File: config.mk
export PLATFORM = sky130hd
export DESIGN_NAME = apb_master_exe_w47_flat
export DESIGN_NICKNAME = d
export VERILOG_FILES = /design/src/rtl/apb_master_exe_w47_if.sv /design/src/rtl/apb_master_exe_w47.sv /design/src/flat_wrapper.sv
export SDC_FILE = /design/constraint.sdc
export NUM_CORES = 1
export LEC_CHECK = 0
export ABC_AREA = 1
export CORE_UTILIZATION = 35
export CTS_BUF_LIST = sky130_fd_sc_hd__clkbuf_4 sky130_fd_sc_hd__clkbuf_8 sky130_fd_sc_hd__clkbuf_16
export CTS_CLUSTER_DIAMETER = 80
export DETAILED_ROUTE_END_ITERATION = 8
export PLACE_DENSITY = 0.68
export SYNTH_ARGS = -nofsm -noshare
export SYNTH_HDL_FRONTEND = slang
export SYNTH_SLANG_ARGS = --single-unit
File: constraint.sdc
create_clock -name i_PCLK -period 2.1 [get_ports i_PCLK]
set_input_delay 0.315 -clock i_PCLK [delete_from_list [all_inputs] [get_ports i_PCLK]]
set_output_delay 0.315 -clock i_PCLK [all_outputs]
set_load 0.02 [all_outputs]
File: src/rtl/apb_master_exe_w47_if.sv
// rtl/apb_master_exe_w47_if.sv - command/response and APB bus bundle for apb_master_exe_w47
interface apb_master_exe_w47_if #(
  parameter int DATA_WIDTH = 8,
  parameter int ADDR_WIDTH = 16
);
  logic                  i_cmd_valid;
  logic                  o_cmd_ready;
  logic                  i_cmd_write;
  logic [ADDR_WIDTH-1:0] i_cmd_addr;
  logic [DATA_WIDTH-1:0] i_cmd_wdata;
  logic                  o_rsp_valid;
  logic [DATA_WIDTH-1:0] o_rsp_rdata;
  logic                  o_rsp_err;
  logic [ADDR_WIDTH-1:0] o_PADDR;
  logic                  o_PSEL;
  logic                  o_PENABLE;
  logic                  o_PWRITE;
  logic [DATA_WIDTH-1:0] o_PWDATA;
  logic                  i_PREADY;
  logic [DATA_WIDTH-1:0] i_PRDATA;
  logic                  i_PSLVERR;

  // Requester view: takes commands, drives APB request, reports responses
  modport master (
    input  i_cmd_valid, i_cmd_write, i_cmd_addr, i_cmd_wdata,
    output o_cmd_ready, o_rsp_valid, o_rsp_rdata, o_rsp_err,
    output o_PADDR, o_PSEL, o_PENABLE, o_PWRITE, o_PWDATA,
    input  i_PREADY, i_PRDATA, i_PSLVERR
  );

  // Environment view: command source plus APB completer
  modport slave (
    output i_cmd_valid, i_cmd_write, i_cmd_addr, i_cmd_wdata,
    input  o_cmd_ready, o_rsp_valid, o_rsp_rdata, o_rsp_err,
    input  o_PADDR, o_PSEL, o_PENABLE, o_PWRITE, o_PWDATA,
    output i_PREADY, i_PRDATA, i_PSLVERR
  );
endinterface

File: src/rtl/apb_master_exe_w47.sv
// rtl/apb_master_exe_w47.sv - single-command APB requester, optional access timeout via APB_MASTER_TIMEOUT_EN
module apb_master_exe_w47 #(
  parameter int DATA_WIDTH     = 8,
  parameter int ADDR_WIDTH     = 16,
  parameter int TIMEOUT_CYCLES = 15
) (
  input  logic                  i_PCLK,
  input  logic                  i_PRESET,
  apb_master_exe_w47_if.master  bus
);

  typedef enum logic [1:0] {
    ST_IDLE   = 2'd0,
    ST_SETUP  = 2'd1,
    ST_ACCESS = 2'd2
  } state_t;

  state_t                state_q, state_d;
  logic                  cmd_ready_q, cmd_ready_d;
  logic                  psel_q, psel_d;
  logic                  penable_q, penable_d;
  logic                  pwrite_q, pwrite_d;
  logic [ADDR_WIDTH-1:0] paddr_q, paddr_d;
  logic [DATA_WIDTH-1:0] pwdata_q, pwdata_d;
  logic                  rsp_valid_q, rsp_valid_d;
  logic [DATA_WIDTH-1:0] rsp_rdata_q, rsp_rdata_d;
  logic                  rsp_err_q, rsp_err_d;

`ifdef APB_MASTER_TIMEOUT_EN
  localparam int CNT_W = $clog2(TIMEOUT_CYCLES + 1);
  logic [CNT_W-1:0] tmo_cnt_q, tmo_cnt_d;
  logic             tmo_hit;

  // Abort fires on the wait state that would bring the count to the limit
  assign tmo_hit = ((tmo_cnt_q + CNT_W'(1)) == CNT_W'(TIMEOUT_CYCLES));
`endif

  // Next-state and registered-output computation
  always_comb begin
    state_d     = state_q;
    cmd_ready_d = 1'b0;
    psel_d      = 1'b0;
    penable_d   = 1'b0;
    pwrite_d    = pwrite_q;
    paddr_d     = paddr_q;
    pwdata_d    = pwdata_q;
    rsp_valid_d = 1'b0;
    rsp_rdata_d = '0;
    rsp_err_d   = 1'b0;
`ifdef APB_MASTER_TIMEOUT_EN
    tmo_cnt_d   = tmo_cnt_q;
`endif
    case (state_q)
      ST_IDLE: begin
        if (bus.i_cmd_valid && cmd_ready_q) begin
          pwrite_d = bus.i_cmd_write;
          paddr_d  = bus.i_cmd_addr;
          pwdata_d = bus.i_cmd_wdata;
          psel_d   = 1'b1;
          state_d  = ST_SETUP;
        end else begin
          cmd_ready_d = 1'b1;
        end
      end
      ST_SETUP: begin
        psel_d    = 1'b1;
        penable_d = 1'b1;
        state_d   = ST_ACCESS;
`ifdef APB_MASTER_TIMEOUT_EN
        tmo_cnt_d = '0;
`endif
      end
      ST_ACCESS: begin
        if (bus.i_PREADY) begin
          // Completion outranks a timeout landing on the same edge
          rsp_valid_d = 1'b1;
          rsp_err_d   = bus.i_PSLVERR;
          rsp_rdata_d = pwrite_q ? '0 : bus.i_PRDATA;
          cmd_ready_d = 1'b1;
          state_d     = ST_IDLE;
        end else begin
`ifdef APB_MASTER_TIMEOUT_EN
          if (tmo_hit) begin
            rsp_valid_d = 1'b1;
            rsp_err_d   = 1'b1;
            cmd_ready_d = 1'b1;
            state_d     = ST_IDLE;
          end else begin
            tmo_cnt_d = tmo_cnt_q + CNT_W'(1);
            psel_d    = 1'b1;
            penable_d = 1'b1;
          end
`else
          psel_d    = 1'b1;
          penable_d = 1'b1;
`endif
        end
      end
      default: begin
        state_d = ST_IDLE;
      end
    endcase
  end

  // State and output registers; reset drops any transfer in flight
  always_ff @(posedge i_PCLK or posedge i_PRESET) begin
    if (i_PRESET) begin
      state_q     <= ST_IDLE;
      cmd_ready_q <= 1'b0;
      psel_q      <= 1'b0;
      penable_q   <= 1'b0;
      pwrite_q    <= 1'b0;
      paddr_q     <= '0;
      pwdata_q    <= '0;
      rsp_valid_q <= 1'b0;
      rsp_rdata_q <= '0;
      rsp_err_q   <= 1'b0;
    end else begin
      state_q     <= state_d;
      cmd_ready_q <= cmd_ready_d;
      psel_q      <= psel_d;
      penable_q   <= penable_d;
      pwrite_q    <= pwrite_d;
      paddr_q     <= paddr_d;
      pwdata_q    <= pwdata_d;
      rsp_valid_q <= rsp_valid_d;
      rsp_rdata_q <= rsp_rdata_d;
      rsp_err_q   <= rsp_err_d;
    end
  end

`ifdef APB_MASTER_TIMEOUT_EN
  // Wait-state counter for the access timeout
  always_ff @(posedge i_PCLK or posedge i_PRESET) begin
    if (i_PRESET) begin
      tmo_cnt_q <= '0;
    end else begin
      tmo_cnt_q <= tmo_cnt_d;
    end
  end
`endif

  assign bus.o_cmd_ready = cmd_ready_q;
  assign bus.o_PSEL      = psel_q;
  assign bus.o_PENABLE   = penable_q;
  assign bus.o_PWRITE    = pwrite_q;
  assign bus.o_PADDR     = paddr_q;
  assign bus.o_PWDATA    = pwdata_q;
  assign bus.o_rsp_valid = rsp_valid_q;
  assign bus.o_rsp_rdata = rsp_rdata_q;
  assign bus.o_rsp_err   = rsp_err_q;

endmodule

File: src/flat_wrapper.sv
// flat-port wrapper written by rule: the top's interface ports become plain ports
module apb_master_exe_w47_flat 
#(
  parameter int DATA_WIDTH     = 8,
  parameter int ADDR_WIDTH     = 16,
  parameter int TIMEOUT_CYCLES = 15
)
  (i_PCLK, i_PRESET, bus_i_cmd_valid, bus_i_cmd_write, bus_i_cmd_addr, bus_i_cmd_wdata, bus_o_cmd_ready, bus_o_rsp_valid, bus_o_rsp_rdata, bus_o_rsp_err, bus_o_PADDR, bus_o_PSEL, bus_o_PENABLE, bus_o_PWRITE, bus_o_PWDATA, bus_i_PREADY, bus_i_PRDATA, bus_i_PSLVERR);
  apb_master_exe_w47_if #(.DATA_WIDTH(DATA_WIDTH), .ADDR_WIDTH(ADDR_WIDTH)) bus_i ();
  input  logic i_PCLK;
  input  logic i_PRESET;
  input wire logic [$bits(bus_i.i_cmd_valid)-1:0] bus_i_cmd_valid;
  input wire logic [$bits(bus_i.i_cmd_write)-1:0] bus_i_cmd_write;
  input wire logic [$bits(bus_i.i_cmd_addr)-1:0] bus_i_cmd_addr;
  input wire logic [$bits(bus_i.i_cmd_wdata)-1:0] bus_i_cmd_wdata;
  output wire logic [$bits(bus_i.o_cmd_ready)-1:0] bus_o_cmd_ready;
  output wire logic [$bits(bus_i.o_rsp_valid)-1:0] bus_o_rsp_valid;
  output wire logic [$bits(bus_i.o_rsp_rdata)-1:0] bus_o_rsp_rdata;
  output wire logic [$bits(bus_i.o_rsp_err)-1:0] bus_o_rsp_err;
  output wire logic [$bits(bus_i.o_PADDR)-1:0] bus_o_PADDR;
  output wire logic [$bits(bus_i.o_PSEL)-1:0] bus_o_PSEL;
  output wire logic [$bits(bus_i.o_PENABLE)-1:0] bus_o_PENABLE;
  output wire logic [$bits(bus_i.o_PWRITE)-1:0] bus_o_PWRITE;
  output wire logic [$bits(bus_i.o_PWDATA)-1:0] bus_o_PWDATA;
  input wire logic [$bits(bus_i.i_PREADY)-1:0] bus_i_PREADY;
  input wire logic [$bits(bus_i.i_PRDATA)-1:0] bus_i_PRDATA;
  input wire logic [$bits(bus_i.i_PSLVERR)-1:0] bus_i_PSLVERR;
  assign bus_i.i_cmd_valid = bus_i_cmd_valid;
  assign bus_i.i_cmd_write = bus_i_cmd_write;
  assign bus_i.i_cmd_addr = bus_i_cmd_addr;
  assign bus_i.i_cmd_wdata = bus_i_cmd_wdata;
  assign bus_o_cmd_ready = bus_i.o_cmd_ready;
  assign bus_o_rsp_valid = bus_i.o_rsp_valid;
  assign bus_o_rsp_rdata = bus_i.o_rsp_rdata;
  assign bus_o_rsp_err = bus_i.o_rsp_err;
  assign bus_o_PADDR = bus_i.o_PADDR;
  assign bus_o_PSEL = bus_i.o_PSEL;
  assign bus_o_PENABLE = bus_i.o_PENABLE;
  assign bus_o_PWRITE = bus_i.o_PWRITE;
  assign bus_o_PWDATA = bus_i.o_PWDATA;
  assign bus_i.i_PREADY = bus_i_PREADY;
  assign bus_i.i_PRDATA = bus_i_PRDATA;
  assign bus_i.i_PSLVERR = bus_i_PSLVERR;
  apb_master_exe_w47 #(.DATA_WIDTH(DATA_WIDTH), .ADDR_WIDTH(ADDR_WIDTH), .TIMEOUT_CYCLES(TIMEOUT_CYCLES)) u_core (.i_PCLK(i_PCLK), .i_PRESET(i_PRESET), .bus(bus_i));
endmodule
After elaboration in Yosys (flattened, before gate mapping)
Index checks and enable logic that the tools add are counted.
Widths: inputs -> output; s select.
Operators by class
  reductions and logical operators: 4
  muxes and demuxes: 16
  eq/ne operators: 4
Operator list (number)
  $mux 8: 3
  $mux 1: 7
  $pmux 2 s3: 1
  $mux 2: 2
  $pmux 1 s2: 2
  $reduce_and 2->1: 2
  $pmux 1 s3: 1
  $eq 2x1->1 const B: 1
  $eq 2x2->1 const B: 1
  $logic_not 2->1: 1
  $ne 2x1->1 const B: 1
  $ne 2x2->1 const B: 1
  $logic_and 1x1->1: 1
Word-level totals
  word-level logic and storage cells: 34
  output and inout bits: 38
  register bits after elaboration: 40
  input port bits: 38

Longest topological paths before layout
Gate-level depths: netlist of run 1.
  depth after elaboration: 3
  depth in mapped cells: 8
  mapped depth without buffers: 7

Worst setup path after synthesis of run 1
Ideal clock, no wire load.
  path type: register to register
  start point: reg u_core.state_q[0]
  end point: reg u_core.paddr_q[0], in the netlist u_core.bus.o_PADDR[0]
  path buffers: 1
  period minus slack after synthesis: 1.304 ns
  arrival time: 1.187 ns
  data required time: 1.983 ns
  setup slack: 0.796 ns
  cell stages (with the launch flop): 9
  setup time: 0.117 ns
  cell sequence: dfrtp_1 inv_1 ha_1 inv_2 nor2_8 inv_6 buf_6 nand2_1 nand2_1
Between the ends
  cells in the longest elaborated chain, start to end: 2
RTL lines
  start, declared: RTL line apb_master_exe_w47.sv:18  | state_t state_q, state_d;
  start signal, assigned: RTL line apb_master_exe_w47.sv:119  | state_q <= state_d;
  $logic_not 2->1: RTL line apb_master_exe_w47.sv:53  | case (state_q)
  $reduce_and 2->1 (no line)
  end signal, assigned: RTL line apb_master_exe_w47.sv:124  | paddr_q <= paddr_d;
  end, declared: RTL line apb_master_exe_w47.sv:23  | logic [ADDR_WIDTH-1:0] paddr_q, paddr_d;
Every way passes these cells.
A chain may end at the register's enable or synchronous reset.

Worst setup path in the final report of run 1
  start point: reg u_core.pwrite_q, in the netlist u_core.bus.o_PWRITE
  end point: out bus_o_PWRITE
RTL lines
  start, declared: RTL line apb_master_exe_w47.sv:22  | logic pwrite_q, pwrite_d;
  start signal, assigned: RTL line apb_master_exe_w47.sv:123  | pwrite_q <= pwrite_d;
  end, declared: RTL line flat_wrapper.sv:23  | output wire logic [$bits(bus_i.o_PWRITE)-1:0] bus_o_PWRITE;
No word-level cell between the ends.

==> reports/metrics.cfg, run 1 <==
[power_and_ir_drop]
p_switching_mw=1.23
pwr-share-comb=0.443
p_leak_nw=1.25
power_density_mw_per_mm2=1320
power.internal_mw=2.07
power_frac_seq=0.369
switching_share=0.371
vdd_drop_max_v=0.000764
clkPwrFrac=0.188

[sta]
worstMarginPinSlew_ps=475
final.setup.tns_ps=0
setup_violations=0
setup_slack_ps=286
relSlewSlack=0.681
post-route-period-util=0.864
skew_ps=8.56
finalHoldViolations=0
slew_violations=0
worst_hold_slack_ps=287
fmaxAchievable_mhz=551
rsz0062_at_grt=false
finalCriticalPeriod_ps=1810

[worst_setup_path]
worst-setup-path-type=reg2out
end_kind=output pin
crit_family=buffers and inverters
worstPathArrival_ps=1500
crit_buf_inv=1
path_cells=clkdlybuf4s50_1
crit_required_ps=1780
crit_fanout=10
cp-start-kind=flop
cp_slowest_stage_delay_ps=670
cp_slowest_cell=clkdlybuf4s50_1

[finish]
nets=293
syn_to_final_growth_pct=56.4
layout-drive-gt1-share=0.0640
fin_area_mm2=0.00250
diodes=0
fill_cells=405
fin_cells=302

[route]
wl_per_cell_um=11.4
drc=0
wl_um=3440
dr.pass1.iters=4
initialDrtViolationCount=71
vias=1274
postRouteAntennaNets=0
viasPerCell=4.22

[clock_network]
cts.sinks=40
post-cts-setup-buffer-count=0
clockBufferDepth=2
clock_latency_ps=290
cts_root_buf=clkbuf_8
cts_inserted_buffers=5
cts_hold_buf=0
htree_levels=2
cts_tree=yes
cts_resized=0
clk_pin_slew_worst_paths_ps=80

[placed_design]
placed_cell_area_mm2=0.00239
dp_hpwl_um=2520
pre_cts_ws_ps=513
io_buffers=75
gp_routability_congestion=0.693
dp.cells=294

[global_routing]
grt_pass1_wl_um=5980
track_usage=0.159
grt-ovfl-total=0
grt_max_degree=26
first_global_vias=1346
antenna_found_initial=0

[floorplanning]
ioPinCount=76
die_x_um=69.6
initial_utilization=0.364
fp-row-count=24
die-area_mm2=0.00484
die_y_um=69.6
core_area_mm2=0.00438

[synth]
synthCells=169
ys_seq_area_frac=0.626
ys_types=13
yosysWarnings=0
avgSynthCellArea_um2=9.45
syn_area_mm2=0.00160
ys_ff_latch=40
synth_fp_nets=213

[hold_path]
hold_class=in2async

[job]
maxCapViolCount=0

[outcome]
outcome=complete, no violations

## power groups by stage
stage,sequential [mW],clock (mW),combinational (mW)
2_1_floorplan,1.52,0,0.513
3_3_place_gp,1.23,0,1.45
3_5_place_dp,1.23,0,1.48
4_1_cts,1.22,0.643,1.49
5_1_grt,1.26,0.668,1.62
6_report,1.22,0.621,1.46
## synth_stat cells
| cell | n | share of area |
|---|---|---|
| nand3_1 | 2 | 0.0063 |
| nand2_1 | 93 | 0.22 |
| inv_6 | 1 | 0.0055 |
| nor2_1 | 11 | 0.026 |
| clkbuf_1 | 1 | 0.0023 |
| nand2_2 | 1 | 0.0039 |
| ha_1 | 6 | 0.047 |
| inv_1 | 6 | 0.014 |
| buf_6 | 4 | 0.028 |
| nor2_8 | 1 | 0.013 |
| dfrtp_1 | 40 | 0.63 |
| a21boi_0 | 1 | 0.0047 |
| inv_2 | 2 | 0.0047 |
## final timing paths
check                                            start                     end  slack, ps  cells after the start
min in group i_PCLK             u_core.bus.o_PWDATA[4]  u_core.bus.o_PWDATA[4]        470                      2
max in group asynchronous                     i_PRESET  u_core.bus.o_PWDATA[0]       1290                      3
worst max-delay path               u_core.bus.o_PWRITE            bus_o_PWRITE        290                      1
worst min-delay path                          i_PRESET  u_core.bus.o_PADDR[13]        290                      2
worst max register to register       u_core.state_q[0]  u_core.bus.o_PADDR[10]        580                      7
worst min register to register  u_core.bus.o_PWDATA[4]  u_core.bus.o_PWDATA[4]        470                      2
## placed cells by master (no fill, tap or decap)
| cell | instances |
|---|---|
| ha_1 | 6 |
| clkinv_2 | 1 |
| nand2_2 | 1 |
| a21boi_0 | 1 |
| nor2_8 | 1 |
| dfrtp_1 | 40 |
| clkinvlp_4 | 1 |
| bufinv_16 | 1 |
| inv_1 | 5 |
| nand2_1 | 93 |
| nand3_1 | 2 |
| buf_4 | 3 |
| clkdlybuf4s50_1 | 75 |
| clkinv_1 | 1 |
| clkbuf_8 | 5 |
| inv_2 | 2 |
| nor2_1 | 11 |
| inv_6 | 1 |
## through the flow
step | power [mW] | util
after floorplan | 2.04 | -
after global placement | 2.69 | 0.545
after detailed placement | 2.72 | 0.545
after CTS | 3.35 | 0.570
after global routing | 3.55 | 0.570
final | 3.30 | 0.570
## kinds of logic (layout without fill, tap and decap cells)
| logic type | after synthesis | count (layout) | synth area share |
|---|---|---|---|
| simple gates | 108 | 108 | 0.267 |
| flops | 40 | 40 | 0.626 |
| buf+inv | 14 | 95 | 0.0548 |
| fa+ha+maj | 6 | 6 | 0.0470 |
| compound gates | 1 | 1 | 0.00470 |
## area by class of cell
cell class,count,area (um^2),area share
clock buffer,5,68.8,0.0275
clock inverter,3,42.5,0.0170
inverter,9,38.8,0.0155
multi-input combinational,115,509,0.204
sequential,40,1000,0.401
tap,52,65.1,0.0260
timing repair buffer,78,773,0.309
## registers in the layout, indices dropped and copies added (netlist names)
name                    flops
u_core.bus.o_rsp_err        1
u_core.bus.o_rsp_valid      1
u_core.bus.o_rsp_rdata      8
u_core.bus.o_PWRITE         1
u_core.bus.o_PSEL           1
u_core.bus.o_cmd_ready      1
u_core.bus.o_PADDR         16
u_core.bus.o_PENABLE        1
u_core.bus.o_PWDATA         8
u_core.state_q              2
## per-layer routing
layer,GRT usage,share of wire,up-vias
met5,0,0,-
met4,0.0680,0.013,0
met3,0.0552,0.076,4
met2,0.248,0.48,44
met1,0.199,0.43,568
li1,-,-,658
Note: power is estimated with default switching activity, not from simulation.
==> run 2, diff against run 1 <==
--- a/config.mk
+++ b/config.mk
@@ -6,6 +6,8 @@
 export NUM_CORES = 1
 export LEC_CHECK = 0
 export ABC_AREA = 1
+export CAP_MARGIN = 20
+export CORE_MARGIN = 5
 export CORE_UTILIZATION = 35
 export CTS_BUF_LIST = sky130_fd_sc_hd__clkbuf_4 sky130_fd_sc_hd__clkbuf_8 sky130_fd_sc_hd__clkbuf_16
 export CTS_CLUSTER_DIAMETER = 80
==> run 2 against run 1 <==
Net effect:
- core utilization up 0.34 points
- critical path depth unchanged
- setup slack better by 5.3 ps
- register-to-register slack better by 30 ps
- final area up 0.60%
- sequential power about the same
- sequential share of layout area down 0.24 points
- first-iteration DRC count up 4.2%
- global-route usage down 3.2 points
- combinational power about the same
==> reports/metrics.cfg, run 2 (synthesis gave the netlist of run 1 again) <==
[route]
wl_per_cell_um=12.0  ; +5.5%
initialDrtViolationCount=74  ; +4.2%
viasPerCell=4.40  ; +4.3%
postRouteAntennaNets=0  ; unchanged
vias=1329  ; +4.3%
wl_um=3630  ; +5.5%
drc=0  ; unchanged
dr.pass1.iters=4  ; unchanged

[worst_setup_path]
crit_buf_inv=1  ; unchanged
crit_required_ps=1780  ; about the same
worst-setup-path-type=reg2out
cp-start-kind=flop
crit_fanout=10  ; unchanged
cp_slowest_cell=clkdlybuf4s50_1
rrSetupSlack_ps=610  ; +30 ps
end_kind=output pin
crit_family=buffers and inverters
worstPathArrival_ps=1490  ; about the same
cp_slowest_stage_delay_ps=670  ; about the same
path_cells=clkdlybuf4s50_1

[global_routing]
grt_max_degree=26  ; unchanged
first_global_vias=1355  ; +0.67%
grt_pass1_wl_um=6130  ; +2.5%
grt-ovfl-total=0  ; unchanged
antenna_found_initial=0  ; unchanged
track_usage=0.127  ; -0.0321

[floorplanning]
ioPinCount=76  ; unchanged
core_area_mm2=0.00438  ; unchanged
die-area_mm2=0.00602  ; +24%
initial_utilization=0.364  ; unchanged
die_y_um=77.6  ; +12%
fp-row-count=24  ; unchanged
die_x_um=77.6  ; +12%

[clock_network]
cts_resized=0  ; unchanged
cts.sinks=40  ; unchanged
cts_tree=yes
clock_latency_ps=280  ; about the same
post-cts-setup-buffer-count=0  ; unchanged
clk_pin_slew_worst_paths_ps=70  ; about the same
cts_inserted_buffers=5  ; unchanged
htree_levels=2  ; unchanged
cts_hold_buf=0  ; unchanged
cts_root_buf=clkbuf_8
clockBufferDepth=2  ; unchanged

[outcome]
outcome=complete, no violations

[sta]
finalHoldViolations=0  ; unchanged
rsz0062_at_grt=false
slew_violations=0  ; unchanged
relSlewSlack=0.689  ; +0.00737
finalCriticalPeriod_ps=1810  ; -5.33 ps
worstMarginPinSlew_ps=464  ; -11.0 ps
post-route-period-util=0.861  ; -0.00254
setup_violations=0  ; unchanged
skew_ps=5.04  ; -3.53 ps
fmaxAchievable_mhz=553  ; +0.29%
final.setup.tns_ps=0  ; unchanged

[finish]
largest_register_ffs=16  ; unchanged
layout_common_cells=93 x nand2_1, 75 x clkdlybuf4s50_1, 40 x dfrtp_1, 11 x nor2_1, 7 x clkbuf_8
layout-drive-gt1-share=0.0640  ; unchanged
register_area_mm2=0.00100  ; unchanged
postLayoutCoreUtil=0.573  ; +0.00343
fin_cells=302  ; unchanged
diodes=0  ; unchanged
fill_cells=396  ; -2.2%
nets=293  ; unchanged
syn_to_final_growth_pct=57.3
multi_input_area_um2=509  ; unchanged
final_common_cell=nand2_1

[power_and_ir_drop]
power_density_mw_per_mm2=1340  ; +1.2%
vdd_drop_max_v=0.000848  ; +11%
finalPower_mw=3.36  ; +1.9%
p_leak_nw=1.26  ; +0.82%

[placed_design]
gp_routability_congestion=0.771  ; +11%
dp.cells=294  ; unchanged
dp_hpwl_um=2870  ; +14%
io_buffers=75  ; unchanged

[job]
maxCapViolCount=0  ; unchanged

[hold_path]
hold_class=in2async

## run 2: metal layers
metal / wire length (um) / up-vias / GRT usage
li1: - / 659 / -
met1: 1390 / 621 / 0.146
met2: 1840 / 47 / 0.205
met3: 384 / 2 / 0.0706
met5: 0 / - / 0
met4: 10 / 0 / 0.0292
## run 2: per-stage QoR
step	setup WS, ps	area [um^2]	hold WS (ps)
5_1_grt	207	2510	336
2_1_floorplan	796	1600	421
6_report	292	2510	291
3_5_place_dp	519	2390	459
3_3_place_gp	559	2390	453
4_1_cts	260	2510	297
## run 2: path summary, 6_finish.rpt
check                      depth (start not counted)                    from                         to
max in group asynchronous                          3                i_PRESET     u_core.bus.o_PWDATA[4]
max reg2reg                                        7       u_core.state_q[1]     u_core.bus.o_PADDR[15]
min                                                2                i_PRESET  u_core.bus.o_rsp_rdata[1]
max                                                1     u_core.bus.o_PWRITE               bus_o_PWRITE
min in group i_PCLK                                2  u_core.bus.o_PWDATA[2]     u_core.bus.o_PWDATA[2]
min reg2reg                                        2  u_core.bus.o_PWDATA[2]     u_core.bus.o_PWDATA[2]
## run 2: layout make-up
cell class / instances / area share
clock buffers: 7 / 0.0383
flip-flops and latches: 40 / 0.398
multi-input cells: 115 / 0.203
well taps: 52 / 0.0259
repair buffers: 78 / 0.308
clock inverters: 1 / 0.0119
inverters: 9 / 0.0154
## run 2: power breakdown
part	internal [mW]	switching (mW)	leakage [nW]
clock	0.419	0.249	0.0645
sequential	1.05	0.175	0.516
combinational	0.674	0.794	0.683
total	2.14	1.22	1.26
==> variant 1: new RTL, settings of run 2 <==
`ADDR_WIDTH` is set to 16 in 3 places; all go to 14.
--- a/src/rtl/apb_master_exe_w47_if.sv
+++ b/src/rtl/apb_master_exe_w47_if.sv
@@ -3,3 +3,3 @@
   parameter int DATA_WIDTH = 8,
-  parameter int ADDR_WIDTH = 16
+  parameter int ADDR_WIDTH = 14
 );
--- a/src/rtl/apb_master_exe_w47.sv
+++ b/src/rtl/apb_master_exe_w47.sv
@@ -3,3 +3,3 @@
   parameter int DATA_WIDTH     = 8,
-  parameter int ADDR_WIDTH     = 16,
+  parameter int ADDR_WIDTH     = 14,
   parameter int TIMEOUT_CYCLES = 15
--- a/src/flat_wrapper.sv
+++ b/src/flat_wrapper.sv
@@ -4,3 +4,3 @@
   parameter int DATA_WIDTH     = 8,
-  parameter int ADDR_WIDTH     = 16,
+  parameter int ADDR_WIDTH     = 14,
   parameter int TIMEOUT_CYCLES = 15
Ports: changed (resized bus_i_cmd_addr and bus_o_PADDR); port bits go from 76 to 72. No check against the original RTL was run, so the function may have changed too.
==> variant 1 against run 2 <==
- sequential cell count fell by 2
- synthesized cell count fell by 4.7%
- final area fell by 5.6%
- register-to-register slack got worse by 0.07 ns
- wire length fell by 6.1%
- worst setup slack got worse by 0.0071 ns
- power fell by 9.1%
- synthesized area fell by 4.2%
- global-route usage fell by 0.18 points
==> variant 1: results (changes against run 2) <==
* Main area contributors after synthesis: dfrtp_1 62%, nand2_1 21%, ha_1 4.9%, buf_6 2.9%, nor2_1 2.7%
* Reg-to-reg slack, setup at 0.54 ns (-0.07 ns)
* Worst EP arrival at 1.50 ns
* Post-synthesis async set-or-reset flop share at 100% (unchanged)
* NetSw at 0.00115 W (-5.5%)
* Final Hold Slack at 0.358 ns (+0.0675 ns)
* Vias in the first global route at 1,224 (-9.7%)
* Number of flip-flops in the largest register at 14 (-2)
* Number of levels the H-tree was split into at 2 (unchanged)
* Cell chosen for the clock root: clkbuf_8
* Final weighted congestion in routability-driven placement at 0.754 (-2.1%)
* Kind of cell adding the most delay to the critical path: buffers and inverters
* Clock insertion delay at the later pin of the skew report at 0.28 ns (about the same)
* Maximum number of pins on one net before global-route repair at 26 (unchanged)
* Estimated wirelength of the detail-placed design at 2560 um (-11%)
* Antenna violations before repair at 0 (unchanged)
* # DRC at 0 (unchanged)
* YS warnings at 0 (unchanged)
* Run status: completed
* Ant. Diodes at 0 (unchanged)
* Hold WC Path Type: in -> async
* DR iter-0 viols at 56 (-24%)
* LEAKAGE at 1.19 nW (-6.0%)
* Average routed wire per standard cell at 11.8 um (-1.5%)
* Largest buffer count on any clock path at 2 (unchanged)
* Total global-route track usage at 12.5% (-0.18 points)
* TritonCTS buffer count at 5 (unchanged)
* Number of nets in the final layout at 277 (-5.5%)
* Top cells by instance count after synthesis: 85 x nand2_1, 38 x dfrtp_1, 11 x nor2_1
* DR pass1 iterations at 4 (unchanged)
* Vias at 1,233 (-7.2%)
* Post_cts resized at 0 (unchanged)
* Wire length of the first global-routing pass at 5910 um (-3.5%)
* IR drop worst, VDD at 0.653 mV (-23%)
* Slew at the pin with the worst max-slew slack at 0.690 ns (+0.226 ns)
* Final slew viol count at 0 (unchanged)
* Unique masters post-synth at 13 (unchanged)
* DR vias/cell at 4.28 (-2.7%)
* Register area share after synthesis at 62.1% (-0.56 points)
* Clock slew at reported path FFs at 0.07 ns (about the same)
* Layout cells sized above 1 at 6.78% (+0.38 points)
* Library cell contributing the largest single delay on the critical path: clkdlybuf4s50_1
* Synth Net Count at 203 (-4.7%)
* Slowest stage delay, CP at 0.68 ns
* Worst-case clock skew at 0.00271 ns (-0.00232 ns)
* Synthesized area divided by synthesized cell count at 9.51 um2 (+0.61%)
* Count of buffers from port buffering at 71 (-5.3%)
* Critical-path maximum fanout at 10 (unchanged)
* Post-CTS Repair Setup Buffers at 0 (unchanged)
-- variant 1: per-stage QoR --
step	worst slack (ns)	total power (W)	area, um2
after floorplan	0.815	0.00194	1530
after global placement	0.481	0.00255	2280
after detailed placement	0.455	0.00257	2280
after CTS	0.273	0.00310	2370
after global routing	0.232	0.00328	2370
final	0.285	0.00306	2370
-- variant 1: power by group through the flow --
| stage | Sequential (W) | Combinational (W) | Clock, W |
|---|---|---|---|
| final | 0.00116 | 0.00138 | 0.000524 |
| after global routing | 0.00119 | 0.00151 | 0.000580 |
| after CTS | 0.00116 | 0.00140 | 0.000543 |
| after detailed placement | 0.00117 | 0.00140 | 0 |
| after global placement | 0.00118 | 0.00138 | 0 |
| after floorplan | 0.00144 | 0.000503 | 0 |
-- variant 1: cells by family (layout without fill, tap and decap cells) --
| family | Yosys count | count (layout) | synth area share, % |
|---|---|---|---|
| DFF | 38 | 38 | 62.1 |
| buffers and inverters | 14 | 89 | 5.80 |
| AOI/OAI and AO/OA | 1 | 1 | 0.490 |
| adders and majority gates | 6 | 6 | 4.90 |
| and+or+nand+nor | 102 | 102 | 26.7 |
-- variant 1: area by class of cell --
class                           count  area (um2)
Clock buffer                        7        90.1
Clock inverter                      1        5.00
Fill cell                         403        1920
Inverter                            9        38.8
Multi-Input combinational cell    109         492
Sequential cell                    38         951
Tap cell                           52        65.1
Timing Repair Buffer               72         731
-- variant 1: worst paths after layout --
check,start,endpoint,depth (start not counted)
setup / recovery,u_core.bus.o_PWRITE,bus_o_PWRITE,1
hold / removal,i_PRESET,u_core.bus.o_rsp_valid,2
setup reg to reg,u_core.state_q[1],u_core.bus.o_PADDR[9],7
hold reg to reg,u_core.bus.o_PADDR[10],u_core.bus.o_PADDR[10],2
max in group asynchronous,i_PRESET,u_core.bus.o_cmd_ready,3
min in group i_PCLK,u_core.bus.o_PADDR[10],u_core.bus.o_PADDR[10],2
-- variant 1: per-layer routing --
metal  track usage, %  routed length, um  share of wire, %
met4             4.02                 27              0.79
met1             15.1               1460                43
met2             19.9               1630                48
met3             5.32                296               8.7
met5                0                  0                 0
==> variant 2: new RTL, flow settings as in run 2 <==
Without the edit above. Take the reset off `pwdata_q` and load it in a clocked block of its own.
--- a/src/rtl/apb_master_exe_w47.sv
+++ b/src/rtl/apb_master_exe_w47.sv
@@ -113,3 +113,2 @@
       paddr_q     <= '0;
-      pwdata_q    <= '0;
       rsp_valid_q <= 1'b0;
@@ -124,3 +123,2 @@
       paddr_q     <= paddr_d;
-      pwdata_q    <= pwdata_d;
       rsp_valid_q <= rsp_valid_d;
@@ -129,2 +127,6 @@
     end
+  end
+
+  always_ff @(posedge i_PCLK) begin
+    pwdata_q <= pwdata_d;
   end
Function: differs if i_PRESET is asserted again (counterexample within 4 cycles, from zero or initial values and one cycle with i_PRESET high); with i_PRESET held inactive, the same outputs for 10 cycles.
==> variant 2 against run 2 <==
- worst setup slack worse by 0.0063 ns
- hold slack better by 0.11 ns
- wire length is 6.9% lower
- utilization is 0.56 points lower
- die area is 2.9% lower
- sequential share of layout area is 2.6 points higher
- global-route usage is 0.79 points lower
- final area is 2.3% lower
- sequential cell count stayed put
- critical path depth stayed put
- fmax is 0.35% lower
- power is 12% lower
- count of clock-buffer cells in the layout is 1 lower
- synthesized area is 3.3% lower
- critical path type unchanged
- largest power group unchanged
- highest routed layer unchanged
==> variant 2: results (changes against run 2) <==
* End of the worst register-to-register path: u_core.bus.o_PWDATA[6]
* Number of nets in the final layout at 268 (-8.5%)
* Vias at 1,171 (-12%)
* Largest buffer count on any clock path at 2 (unchanged)
* Placement-stage cell area at 0.00235 mm2 (-1.6%)
* Headroom to the max-slew limit at 72.9% (+4.0 points)
* LEAKAGE at 1.14 nW (-9.4%)
* Layout cells sized above 1 at 9.78% (+3.4 points)
* Post-synthesis async set-or-reset flop share at 80.0% (-20 points)
* Met2 WL post-DR at 1510 um (-18%)
* Unique masters post-synth at 16 (+3)
* Top cells by instance count after synthesis: 61 x nand2_1, 32 x dfrtp_1, 11 x nor2_1
* Worst-case clock skew at 0.00437 ns (-0.000662 ns)
* Register area share after synthesis at 67.4% (+4.7 points)
* Final weighted congestion in routability-driven placement at 0.756 (-1.9%)
* IR drop worst, VDD at 0.521 mV (-39%)
* EDFF count, synth at 8 (+8)
* Estimated wirelength of the detail-placed design at 2560 um (-11%)
* Maximum number of pins on one net before global-route repair at 33 (+27%)
* Routed wire length on met3 at 374 um (-2.6%)
* Main area contributors after synthesis: dfrtp_1 52%, edfxtp_1 16%, nand2_1 15%, ha_1 4.9%, nand2_2 3.6%
* Post-CTS Repair Setup Buffers at 0 (unchanged)
* Run status: completed
* Met1 Routed Length at 1490 um (+6.8%)
* Average routed wire per standard cell at 12.2 um (+1.5%)
* Wire length of the first global-routing pass at 5600 um (-8.6%)
* Depth of the worst register-to-register path at 5 (-2)
* Post-layout util at 56.8% (-0.56 points)
* Total global-route track usage at 11.9% (-0.79 points)
* Synth Net Count at 188 (-12%)
* DR iter-0 viols at 63 (-15%)
* Count of buffers from port buffering at 75 (unchanged)
* Reg-to-reg slack, setup at 0.53 ns (-0.08 ns)
* Worst reg2reg startpoint: u_core.state_q[0]
* Ant. Diodes at 0 (unchanged)
* Filler cells at 398 (+0.51%)
[variant 2: cell types whose count changed after synthesis, moves of 3 or more]
cell and change:
dfrtp_1 -8, buf_6 -3, nand2_2 +8, nand2_1 -32, edfxtp_1 +8
[variant 2: report_power, final]
part / internal, W / switching (W)
clock network: 0.000304 / 0.000260
registers: 0.00103 / 0.000140
logic: 0.000569 / 0.000658
[variant 2: cell families after synthesis]
logic type | count (synthesis) | share of synthesized area, %
AOI/OAI and AO/OA | 1 | 0.486
adders and majority gates | 6 | 4.86
DFF | 40 | 67.4
and+or+nand+nor | 84 | 22.5
buffers and inverters | 13 | 4.78
[variant 2: worst reg2reg max path, cell delays in order (launching register included)]
cell and delay (ns):
dfrtp_1 0.44, inv_1 0.13, ha_1 0.20, inv_2 0.05, nor2_4 0.26, buf_12 0.21
[variant 2: cell type report]
| cell class | instances | area (um2) | area share (%) |
|---|---|---|---|
| clock buffers | 6 | 93.8 | 3.82 |
| clock inverters | 2 | 12.5 | 0.510 |
| inverters | 9 | 33.8 | 1.38 |
| multi-input cells | 91 | 430 | 17.5 |
| flip-flops and latches | 40 | 1040 | 42.4 |
| well taps | 52 | 65.1 | 2.65 |
| repair buffers | 77 | 778 | 31.7 |
[variant 2: through the flow]
| step | instances | total power, W | hold WS (ns) | setup slack (ns) |
|---|---|---|---|---|
| floorplan | 144 | 0.00184 | 0.414 | 0.687 |
| global placement | 269 | 0.00241 | 0.456 | 0.467 |
| detailed placement | 269 | 0.00244 | 0.459 | 0.454 |
| CTS | 277 | 0.00301 | 0.418 | 0.247 |
| global route | 277 | 0.00316 | 0.462 | 0.204 |
| finish | 277 | 0.00296 | 0.405 | 0.285 |
[variant 2: layer usage]
layer	GRT usage [%]	vias up
met1	15.4	525
met4	2.62	0
li1	-	594
met2	17.6	50
met3	6.26	2
met5	0	-
